File: config.mk
export PLATFORM = sky130hd
export DESIGN_NAME = alarm_ctrl
export DESIGN_NICKNAME = d
export VERILOG_FILES = /design/src/rtl/clock_pkg.sv /design/src/rtl/key_repeat.sv /design/src/rtl/alarm_ctrl.sv
export SDC_FILE = /design/constraint.sdc
export NUM_CORES = 1
export LEC_CHECK = 0
export CORE_MARGIN = 1
export CORE_UTILIZATION = 55
export CTS_BUF_LIST = sky130_fd_sc_hd__clkbuf_8
export DETAILED_ROUTE_END_ITERATION = 8
export PLACE_DENSITY_LB_ADDON = 0.3
export SYNTH_ARGS = -nofsm -noshare
export SYNTH_HDL_FRONTEND = slang
export SYNTH_SLANG_ARGS = --single-unit
File: constraint.sdc
create_clock -name Clk -period 4 [get_ports Clk]
set_input_delay 1.2 -clock Clk [delete_from_list [all_inputs] [get_ports Clk]]
set_output_delay 1.2 -clock Clk [all_outputs]
set_load 0.01 [all_outputs]
File: src/rtl/clock_pkg.sv
// Shared types and constants for the alarm clock datapath and controller.
package clock_pkg;

  typedef enum logic [1:0] {
    ST_IDLE   = 2'd0,
    ST_SET    = 2'd1,
    ST_RING   = 2'd2,
    ST_SNOOZE = 2'd3
  } alarm_state_t;

  localparam logic [1:0] SEL_NONE = 2'd0;
  localparam logic [1:0] SEL_HOUR = 2'd1;
  localparam logic [1:0] SEL_MIN  = 2'd2;
  localparam logic [1:0] SEL_SEC  = 2'd3;

  localparam int unsigned TIME_W = 32;

  // Nibble lanes counted from the LSB: {s0,s1,A,m0,m1,A,h0,h1}
  localparam int unsigned LANE_H1    = 0;
  localparam int unsigned LANE_H0    = 1;
  localparam int unsigned LANE_SEP_HM = 2;
  localparam int unsigned LANE_M1    = 3;
  localparam int unsigned LANE_M0    = 4;
  localparam int unsigned LANE_SEP_MS = 5;
  localparam int unsigned LANE_S1    = 6;
  localparam int unsigned LANE_S0    = 7;

  function automatic int unsigned max_u(input int unsigned a, input int unsigned b);
    return (a > b) ? a : b;
  endfunction

  function automatic logic [TIME_W-1:0] digit_mask();
    logic [TIME_W-1:0] m;
    m = '1;
    m[LANE_SEP_HM*4 +: 4] = 4'h0;
    m[LANE_SEP_MS*4 +: 4] = 4'h0;
    return m;
  endfunction

  // Counter strobe bit for the field under edit: bit0 sec, bit1 min, bit2 hour
  function automatic logic [2:0] sel_strobe(input logic [1:0] s);
    case (s)
      SEL_HOUR: return 3'b100;
      SEL_MIN:  return 3'b010;
      SEL_SEC:  return 3'b001;
      default:  return 3'b000;
    endcase
  endfunction

endpackage

File: src/rtl/key_repeat.sv
// Rising-edge detect plus hold/auto-repeat timer for one debounced key level.
module key_repeat #(
  parameter int unsigned HOLD_CYC   = 50_000_000,
  parameter int unsigned REPEAT_CYC = 10_000_000
) (
  input  logic Clk,
  input  logic Reset,
  input  logic en,
  input  logic key,
  input  logic block,
  output logic fire_c
);
  import clock_pkg::*;

  localparam int unsigned CW = $clog2(max_u(max_u(HOLD_CYC, REPEAT_CYC), 2) + 1);

  logic          key_q;
  logic          rep_q, rep_d;
  logic [CW-1:0] cnt_q, cnt_d;

  // cnt_q holds the cycle index (relative to the last pulse) of the upcoming cycle
  always_comb begin
    fire_c = 1'b0;
    cnt_d  = cnt_q;
    rep_d  = rep_q;
    if (!en || !key || block) begin
      cnt_d = '0;
      rep_d = 1'b0;
    end else if (!key_q) begin
      fire_c = 1'b1;
      cnt_d  = CW'(2);
      rep_d  = 1'b0;
    end else if ((!rep_q && cnt_q >= CW'(HOLD_CYC)) || (rep_q && cnt_q >= CW'(REPEAT_CYC))) begin
      fire_c = 1'b1;
      cnt_d  = CW'(1);
      rep_d  = 1'b1;
    end else begin
      cnt_d = cnt_q + CW'(1);
    end
  end

  always_ff @(posedge Clk or posedge Reset) begin
    if (Reset) begin
      key_q <= 1'b0;
      rep_q <= 1'b0;
      cnt_q <= '0;
    end else begin
      key_q <= key;
      rep_q <= rep_d;
      cnt_q <= cnt_d;
    end
  end

endmodule

File: src/rtl/alarm_ctrl.sv
// Alarm controller: time-field editing with auto-repeat, arm, ring, snooze.
module alarm_ctrl
  import clock_pkg::*;
#(
  parameter int unsigned HOLD_CYC   = 50_000_000,
  parameter int unsigned REPEAT_CYC = 10_000_000,
  parameter int unsigned RING_S     = 60,
  parameter int unsigned SNOOZE_S   = 300,
  parameter int unsigned SNOOZE_MAX = 3
) (
  input  logic              Clk,
  input  logic              Reset,
  input  logic              tick_1s,
  input  logic              key_set,
  input  logic              key_up,
  input  logic              key_down,
  input  logic              key_arm,
  input  logic              key_snooze,
  input  logic [TIME_W-1:0] cur_time,
  input  logic [TIME_W-1:0] alarm_time,
  output logic [2:0]        cnt_inc,
  output logic [2:0]        cnt_dec,
  output logic [1:0]        sel,
  output logic              armed,
  output logic              buzzer
);

  localparam int unsigned SW = $clog2(max_u(max_u(RING_S, SNOOZE_S), 1) + 1);
  localparam int unsigned NW = $clog2(max_u(SNOOZE_MAX, 1) + 1);

  alarm_state_t  state_q, state_d;
  logic [1:0]    sel_d;
  logic          armed_d, buzzer_d;
  logic [2:0]    cnt_inc_d, cnt_dec_d;
  logic [SW-1:0] sec_q, sec_d, sec_inc;
  logic [NW-1:0] snz_q, snz_d;
  logic          trig_q, trig_raw;
  logic          time_eq, up_fire, dn_fire, in_set;

  assign in_set  = (state_q == ST_SET);
  assign time_eq = ((cur_time & digit_mask()) == (alarm_time & digit_mask()));
  assign sec_inc = sec_q + SW'(1);

  key_repeat #(.HOLD_CYC(HOLD_CYC), .REPEAT_CYC(REPEAT_CYC)) u_rep_up (
    .Clk(Clk), .Reset(Reset), .en(in_set), .key(key_up), .block(key_down), .fire_c(up_fire)
  );

  key_repeat #(.HOLD_CYC(HOLD_CYC), .REPEAT_CYC(REPEAT_CYC)) u_rep_dn (
    .Clk(Clk), .Reset(Reset), .en(in_set), .key(key_down), .block(key_up), .fire_c(dn_fire)
  );

  // Next-state and registered-output logic
  always_comb begin
    state_d   = state_q;
    sel_d     = sel;
    armed_d   = armed;
    sec_d     = sec_q;
    snz_d     = snz_q;
    trig_raw  = armed && time_eq && (state_q == ST_IDLE);
    buzzer_d  = 1'b0;
    cnt_inc_d = 3'b000;
    cnt_dec_d = 3'b000;

    case (state_q)
      ST_IDLE: begin
        if (trig_raw && !trig_q) begin
          state_d = ST_RING;
          sec_d   = '0;
          snz_d   = '0;
        end else if (key_set) begin
          state_d = ST_SET;
          sel_d   = SEL_HOUR;
        end
      end
      ST_SET: begin
        if (key_set) begin
          if (sel == SEL_SEC) begin
            state_d = ST_IDLE;
            sel_d   = SEL_NONE;
          end else begin
            sel_d = sel + 2'd1;
          end
        end
      end
      ST_RING: begin
        if (key_snooze && (snz_q < NW'(SNOOZE_MAX))) begin
          state_d = ST_SNOOZE;
          snz_d   = snz_q + NW'(1);
          sec_d   = '0;
        end else if (tick_1s) begin
          if (sec_inc >= SW'(RING_S)) begin
            state_d = ST_IDLE;
            sec_d   = '0;
          end else begin
            sec_d = sec_inc;
          end
        end
      end
      ST_SNOOZE: begin
        if (tick_1s) begin
          if (sec_inc >= SW'(SNOOZE_S)) begin
            state_d = ST_RING;
            sec_d   = '0;
          end else begin
            sec_d = sec_inc;
          end
        end
      end
      default: state_d = ST_IDLE;
    endcase

    // Arm key overrides everything else, including a same-cycle snooze
    if (key_arm) begin
      if (state_q == ST_RING || state_q == ST_SNOOZE) begin
        state_d = ST_IDLE;
        armed_d = 1'b0;
        sec_d   = '0;
      end else begin
        armed_d = ~armed;
      end
    end

    buzzer_d = (state_d == ST_RING);
    if (state_d == ST_SET) begin
      if (up_fire) cnt_inc_d = sel_strobe(sel);
      if (dn_fire) cnt_dec_d = sel_strobe(sel);
    end
  end

  always_ff @(posedge Clk or posedge Reset) begin
    if (Reset) begin
      state_q <= ST_IDLE;
      sel     <= SEL_NONE;
      armed   <= 1'b0;
      buzzer  <= 1'b0;
      cnt_inc <= 3'b000;
      cnt_dec <= 3'b000;
      sec_q   <= '0;
      snz_q   <= '0;
      trig_q  <= 1'b0;
    end else begin
      state_q <= state_d;
      sel     <= sel_d;
      armed   <= armed_d;
      buzzer  <= buzzer_d;
      cnt_inc <= cnt_inc_d;
      cnt_dec <= cnt_dec_d;
      sec_q   <= sec_d;
      snz_q   <= snz_d;
      trig_q  <= trig_raw;
    end
  end

endmodule

==> flow_summary.yaml, run 1 <==
timing:
  slew_viol_final: 0
  grt_setup_unrepaired: "no"
  slew-limit-headroom: 0.5411
  setup_viol: 0
  fin_ws_ns: 0.9161
  hold_viol: 0
  finalCritPeriodShare: 0.7710
  tightest_slew_ns: 0.6831
  setup_tns_ns: 0
  period_minus_slack_ns: 3.084
  fin_worst_skew_ns: 0.009906
  clock.fmax_mhz: 324.3
yosys:
  synth_flop_cell: "dfrtp_1"
  synth_top_cell_by_area: "dfrtp_1"
  synth_nets: 589
  synthCells: 506
  yosysMostFrequentCell: "nor2_1"
  avgSynthCellArea_um2: 9.105
  synth_common_cells: "nor2_1, dfrtp_1, xor2_1"
  ys_warn_count: 0
  syn-cell-area_um2: 4607
  yosysSeqAreaShare: 0.4345
  synth_edf_count: 0
  ys_seq_elements: 80
  synth_top_area_share: 0.4345
  synth-async-reset-ratio: 1.000
  yosys-top-cells-area: "dfrtp_1, xor2_1, nor2_1"
  synth.distinct_cells: 53
run:
  timing.max_cap.violations: 0
pwr:
  clkPwrFrac: 0.335
  p_leak_nw: 2.293
  switchingPower_uw: 460.8
  power.share.switching: 0.2612
  internal_power_mw: 1.303
  power_frac_comb: 0.162
  p_per_area_nw_per_um2: 317.0
  seqPwrFrac: 0.503
  vdd_drop_max_mv: 0.1746
  total_power_mw: 1.764
die:
  boundaryPins: 82
  die_w_um: 93.52
  die_area_um2: 8746
  core_um2: 8175
  row_count: 33
  initial_core_util: 0.5635
  die_y_um: 93.52
final_layout:
  layout-drive-gt1-share: 0.04514
  syn_to_final_growth_pct: 20.78
  finish.utilization: 0.6806
  num-fill-cells: 664
  final_area_um2: 5564
  n_antenna_cell: 0
  fin_nets: 656
drt:
  wl_per_cell_um: 13.72
  first_iter_violations: 144
  wl_met2_mm: 4.440
  routed_via_density: 5.680
  drc_errors: 0
  wl_met3_um: 522
  wl_met1_mm: 4.176
  final_antenna_net_count: 0
  wirelength_mm: 9.344
  vias: 3868
  drtPass1Iterations: 5
  routed.top_layer: "met4"
grt:
  antenna_found_initial: 0
  gr-usage-all-layers: 0.2272
  gr-total-overflow: 0
  grt_pass1_wl_mm: 15.77
  grt_max_degree: 81
  grt_pass1_vias: 3618
clock_network:
  clockBufferDepth: 2
  clk_pin_slew_worst_paths_ns: 0.07
  cts_htree_levels: 3
  cts_setup_buffers: 0
  cts_tree: "done"
  cts_made_buffers: 9
  insertion_delay_ns: 0.35
  ctsResizeCount: 0
  cts_sinks: 80
  clockRootBuffer: "clkbuf_8"
  ctsHoldBuffers: 0
worst_hold_path:
  hold_end: "u_rep_dn.cnt_q[1]$_DFF_PP0_"
  holdCritPathClass: "flop to flop"
  min_from: "u_rep_dn.key_q$_DFF_PP0_"
  whs_path_depth: 1
place:
  pre_cts_ws_ns: 0.5245
  dp_hpwl_mm: 6.775
  placed_area_um2: 5370
  portBuffers: 65
  gp_congestion: 0.8373
status:
  status: "complete, no violations"
setup_path:
  cp-start-kind: "input pin"
  worst-path-max-fanout: 8
  r2r_cells: 8
  timing.rr.start: "sec_q[1]$_DFF_PP0_"
  cp.required_ns: 4.24
  crit_type: "input pin to flop"
  r2r_end: "sec_q[4]$_DFF_PP0_"
  critPathArrivalTime_ns: 3.32
  r2r_slack_ns: 1.24
  endpoint_kind: "flop"
## cell families after synthesis
group | count (synthesis) | synth area share
xor gates and xnor gates | 72 | 0.1369
and+or+nand+nor | 232 | 0.2455
muxes | 5 | 0.01168
adders and majority gates | 11 | 0.02987
DFF | 80 | 0.4345
AOI/OAI and AO/OA | 75 | 0.1143
buffers and inverters | 31 | 0.02716
## cells in the final DEF (no fill, tap or decap), types with 7 or more instances in the layout
cell type | Yosys | final
a21oi_1 | 16 | 16
nand2_1 | 39 | 39
nor4_1 | 7 | 7
nand3_1 | 28 | 28
o21ai_0 | 17 | 17
clkdlybuf4s50_1 | 0 | 65
ha_1 | 11 | 11
dfrtp_1 | 80 | 80
nor2_1 | 85 | 85
and3_1 | 11 | 11
nor3_1 | 12 | 12
and2_1 | 7 | 7
xnor2_1 | 20 | 20
nand4_1 | 10 | 10
inv_1 | 19 | 18
and4_1 | 8 | 8
xor2_1 | 52 | 52
clkbuf_8 | 0 | 11
## flip-flops by register name, indices dropped and copies added (netlist names)
signal          flops
buzzer              1
state_q             2
armed               1
trig_q              1
snz_q               2
u_rep_dn.rep_q      1
u_rep_dn.key_q      1
u_rep_up.cnt_q     26
sec_q               9
u_rep_dn.cnt_q     26
u_rep_up.rep_q      1
cnt_inc             3
cnt_dec             3
sel                 2
u_rep_up.key_q      1
## worst max-delay path, cell delays in order
cell and delay (ns):
clkdlybuf4s50_1 0.62, inv_1 0.17, or4_1 0.58, a41oi_1 0.35
a2111oi_4 0.12, mux2_2 0.28
## layer usage
metal | up-vias | GRT usage
li1 | 1886 | -
met1 | 1838 | 0.2972
met2 | 126 | 0.3658
met3 | 18 | 0.04634
met4 | 0 | 0.09744
met5 | - | 0
## worst max-delay path by stage
stage                        startpoint                  to  slack [ns]  depth (start not counted)
final                           tick_1s  sec_q[0]$_DFF_PP0_        0.92                          6
after global routing            tick_1s  sec_q[4]$_DFF_PP0_        0.79                          8
after CTS                 alarm_time[6]  sec_q[0]$_DFF_PP0_        0.90                          7
after detailed placement  alarm_time[6]  sec_q[0]$_DFF_PP0_        0.52                          7
after global placement    alarm_time[6]  sec_q[0]$_DFF_PP0_        0.54                          7
after floorplan                   Reset   armed$_DFFE_PP0P_        0.75                          1
## power by group through the flow
stage	clock network, mW	logic (mW)	registers (mW)
floorplan	0	0.143	0.895
global placement	0	0.274	0.900
detailed placement	0	0.285	0.901
CTS	0.604	0.289	0.886
global route	0.640	0.317	0.895
finish	0.591	0.285	0.888
## stage by stage
stage,cells,hold slack (ns)
after floorplan,506,0.4449
after global placement,667,0.4543
after detailed placement,667,0.4781
after CTS,681,0.4871
after global routing,681,0.5223
final,681,0.4907
## cell type report
class	instances	area, um^2	area share
Inverter	19	71.32	0.01282
Multi-Input combinational cell	395	2480	0.4457
Clock buffer	11	151.4	0.02721
Timing Repair Buffer	68	685.7	0.1232
Clock inverter	3	42.54	0.007646
Sequential cell	80	2002	0.3598
Tap cell	105	131.4	0.02361
Power figures use the tool's default switching activity.
==> inputs of run 2 (changes only) <==
clock period = 3 ns   (was 4 ns; I/O delays follow)
==> flow_summary.yaml, run 2 (same netlist as run 1, synthesis figures left out) <==
timing:
  setup_tns_ns: 0
  finalCritPeriodShare: 0.8994
  hold_viol: 0
  period_minus_slack_ns: 2.698
  slew_viol_final: 0
  clock.fmax_mhz: 370.6
  setup_viol: 0
  tightest_slew_ns: 0.7165
  worst_hold_slack_ns: 0.5006
  grt_setup_unrepaired: "no"
  fin_ws_ns: 0.3019
  slew-limit-headroom: 0.5187
  fin_worst_skew_ns: 0.01109
clock_network:
  insertion_delay_ns: 0.35
  cts_made_buffers: 9
  cts_setup_buffers: 0
  clockRootBuffer: "clkbuf_8"
  cts_tree: "done"
  cts_htree_levels: 3
  cts_sinks: 80
  ctsHoldBuffers: 0
  ctsResizeCount: 0
  clockBufferDepth: 2
  clk_pin_slew_worst_paths_ns: 0.08
drt:
  vias: 3906
  drc_errors: 0
  first_iter_violations: 146
  wl_per_cell_um: 14.24
  final_antenna_net_count: 0
  wirelength_mm: 9.825
  drtPass1Iterations: 4
  routed_via_density: 5.661
pwr:
  vdd_drop_max_mv: 0.2417
  p_leak_nw: 2.334
  p_per_area_nw_per_um2: 417.1
grt:
  gr-total-overflow: 0
  grt_max_degree: 81
  grt_pass1_wl_mm: 16.58
  gr-usage-all-layers: 0.2392
  grt_pass1_vias: 3833
  antenna_found_initial: 0
setup_path:
  endpoint_kind: "flop"
  cpPeakStageDelay_ns: 0.52
  cp-start-kind: "flop"
  path_buf_inv: 0
  worstPathCellList: "ha_1 -> and4b_1 -> or3_1 -> a22o_1 -> a22o_4 -> a2111oi_4 -> a21oi_1 -> mux2i_1"
  cp.required_ns: 3.27
  critPathArrivalTime_ns: 2.97
  worst-path-max-fanout: 9
  critPathTopFamily: "compound AO/OA/AOI/OAI gates"
  crit_slowest_cell: "a2111oi_4"
  crit_type: "flop to flop"
final_layout:
  layout-drive-gt1-share: 0.05641
  num-fill-cells: 625
  layout_common_cells: "nor2_1, dfrtp_1, clkdlybuf4s50_1"
  final_area_um2: 5612
  reg_top3: "u_rep_dn.cnt_q (26), u_rep_up.cnt_q (26), sec_q (9)"
  n_antenna_cell: 0
  layout_commonest_cell: "nor2_1"
  fin_nets: 663
  final_cells: 690
  syn_to_final_growth_pct: 21.81
die:
  core_um2: 8175
  die_w_um: 93.52
  initial_core_util: 0.5635
  boundaryPins: 82
  row_count: 33
  die_y_um: 93.52
  die_area_um2: 8746
place:
  placed_area_um2: 5423
  portBuffers: 65
  placedCellCount: 674
  pre_cts_ws_ns: -0.05524
  dp_hpwl_mm: 7.179
  gp_congestion: 0.9085
run:
  timing.max_cap.violations: 0
status:
  status: "complete, no violations"
worst_hold_path:
  holdCritPathClass: "flop to flop"
## run 2: layout make-up
cell class                 count  area (um^2)  area share
multi-input combinational    395         2480      0.4419
sequential                    80         2002      0.3567
timing repair buffer          75        738.2      0.1315
tap                          105        131.4     0.02341
clock buffer                   9        123.9     0.02207
inverter                      19        71.32     0.01271
clock inverter                 7        65.06     0.01159
## run 2: worst reg2reg max path, stage by stage, from the launching register on
cell       delay (ns)
dfrtp_1          0.43
ha_1             0.33
and4b_1          0.25
or3_1            0.30
a22o_1           0.23
a22o_4           0.29
a2111oi_4        0.52
a21oi_1          0.12
mux2i_1          0.15
## run 2: metal layers
metal / vias up / track usage / share of wire
li1: 1899 / - / -
met4: 0 / 0.05641 / 0.0040
met5: - / 0 / 0
met2: 120 / 0.4154 / 0.51
met1: 1881 / 0.3007 / 0.44
met3: 6 / 0.05691 / 0.049
## run 2: path summary, 6_finish.rpt
| path | startpoint | end | slack [ns] | cells past startpoint |
|---|---|---|---|---|
| min reg2reg | u_rep_dn.key_q$_DFF_PP0_ | u_rep_dn.cnt_q[1]$_DFF_PP0_ | 0.50 | 1 |
| max in group asynchronous | Reset | buzzer$_DFF_PP0_ | 1.71 | 3 |
| max | sec_q[1]$_DFF_PP0_ | sec_q[5]$_DFF_PP0_ | 0.30 | 8 |
| min | u_rep_dn.key_q$_DFF_PP0_ | u_rep_dn.cnt_q[1]$_DFF_PP0_ | 0.50 | 1 |
| min in group asynchronous | Reset | u_rep_up.cnt_q[22]$_DFF_PP0_ | 0.97 | 3 |
| max reg2reg | sec_q[1]$_DFF_PP0_ | sec_q[5]$_DFF_PP0_ | 0.30 | 8 |
## run 2: power by group
group / leakage [nW] / switching [mW] / internal (mW)
Clock: 0.106 / 0.381 / 0.379
Sequential: 1.10 / 0.0475 / 1.12
Combinational: 1.13 / 0.200 / 0.214
## run 2: stage by stage
step,utilization,total power [mW]
after floorplan,-,1.384
after global placement,0.6633,1.582
after detailed placement,0.6633,1.602
after CTS,0.6864,2.366
after global routing,0.6864,2.477
final,0.6864,2.340
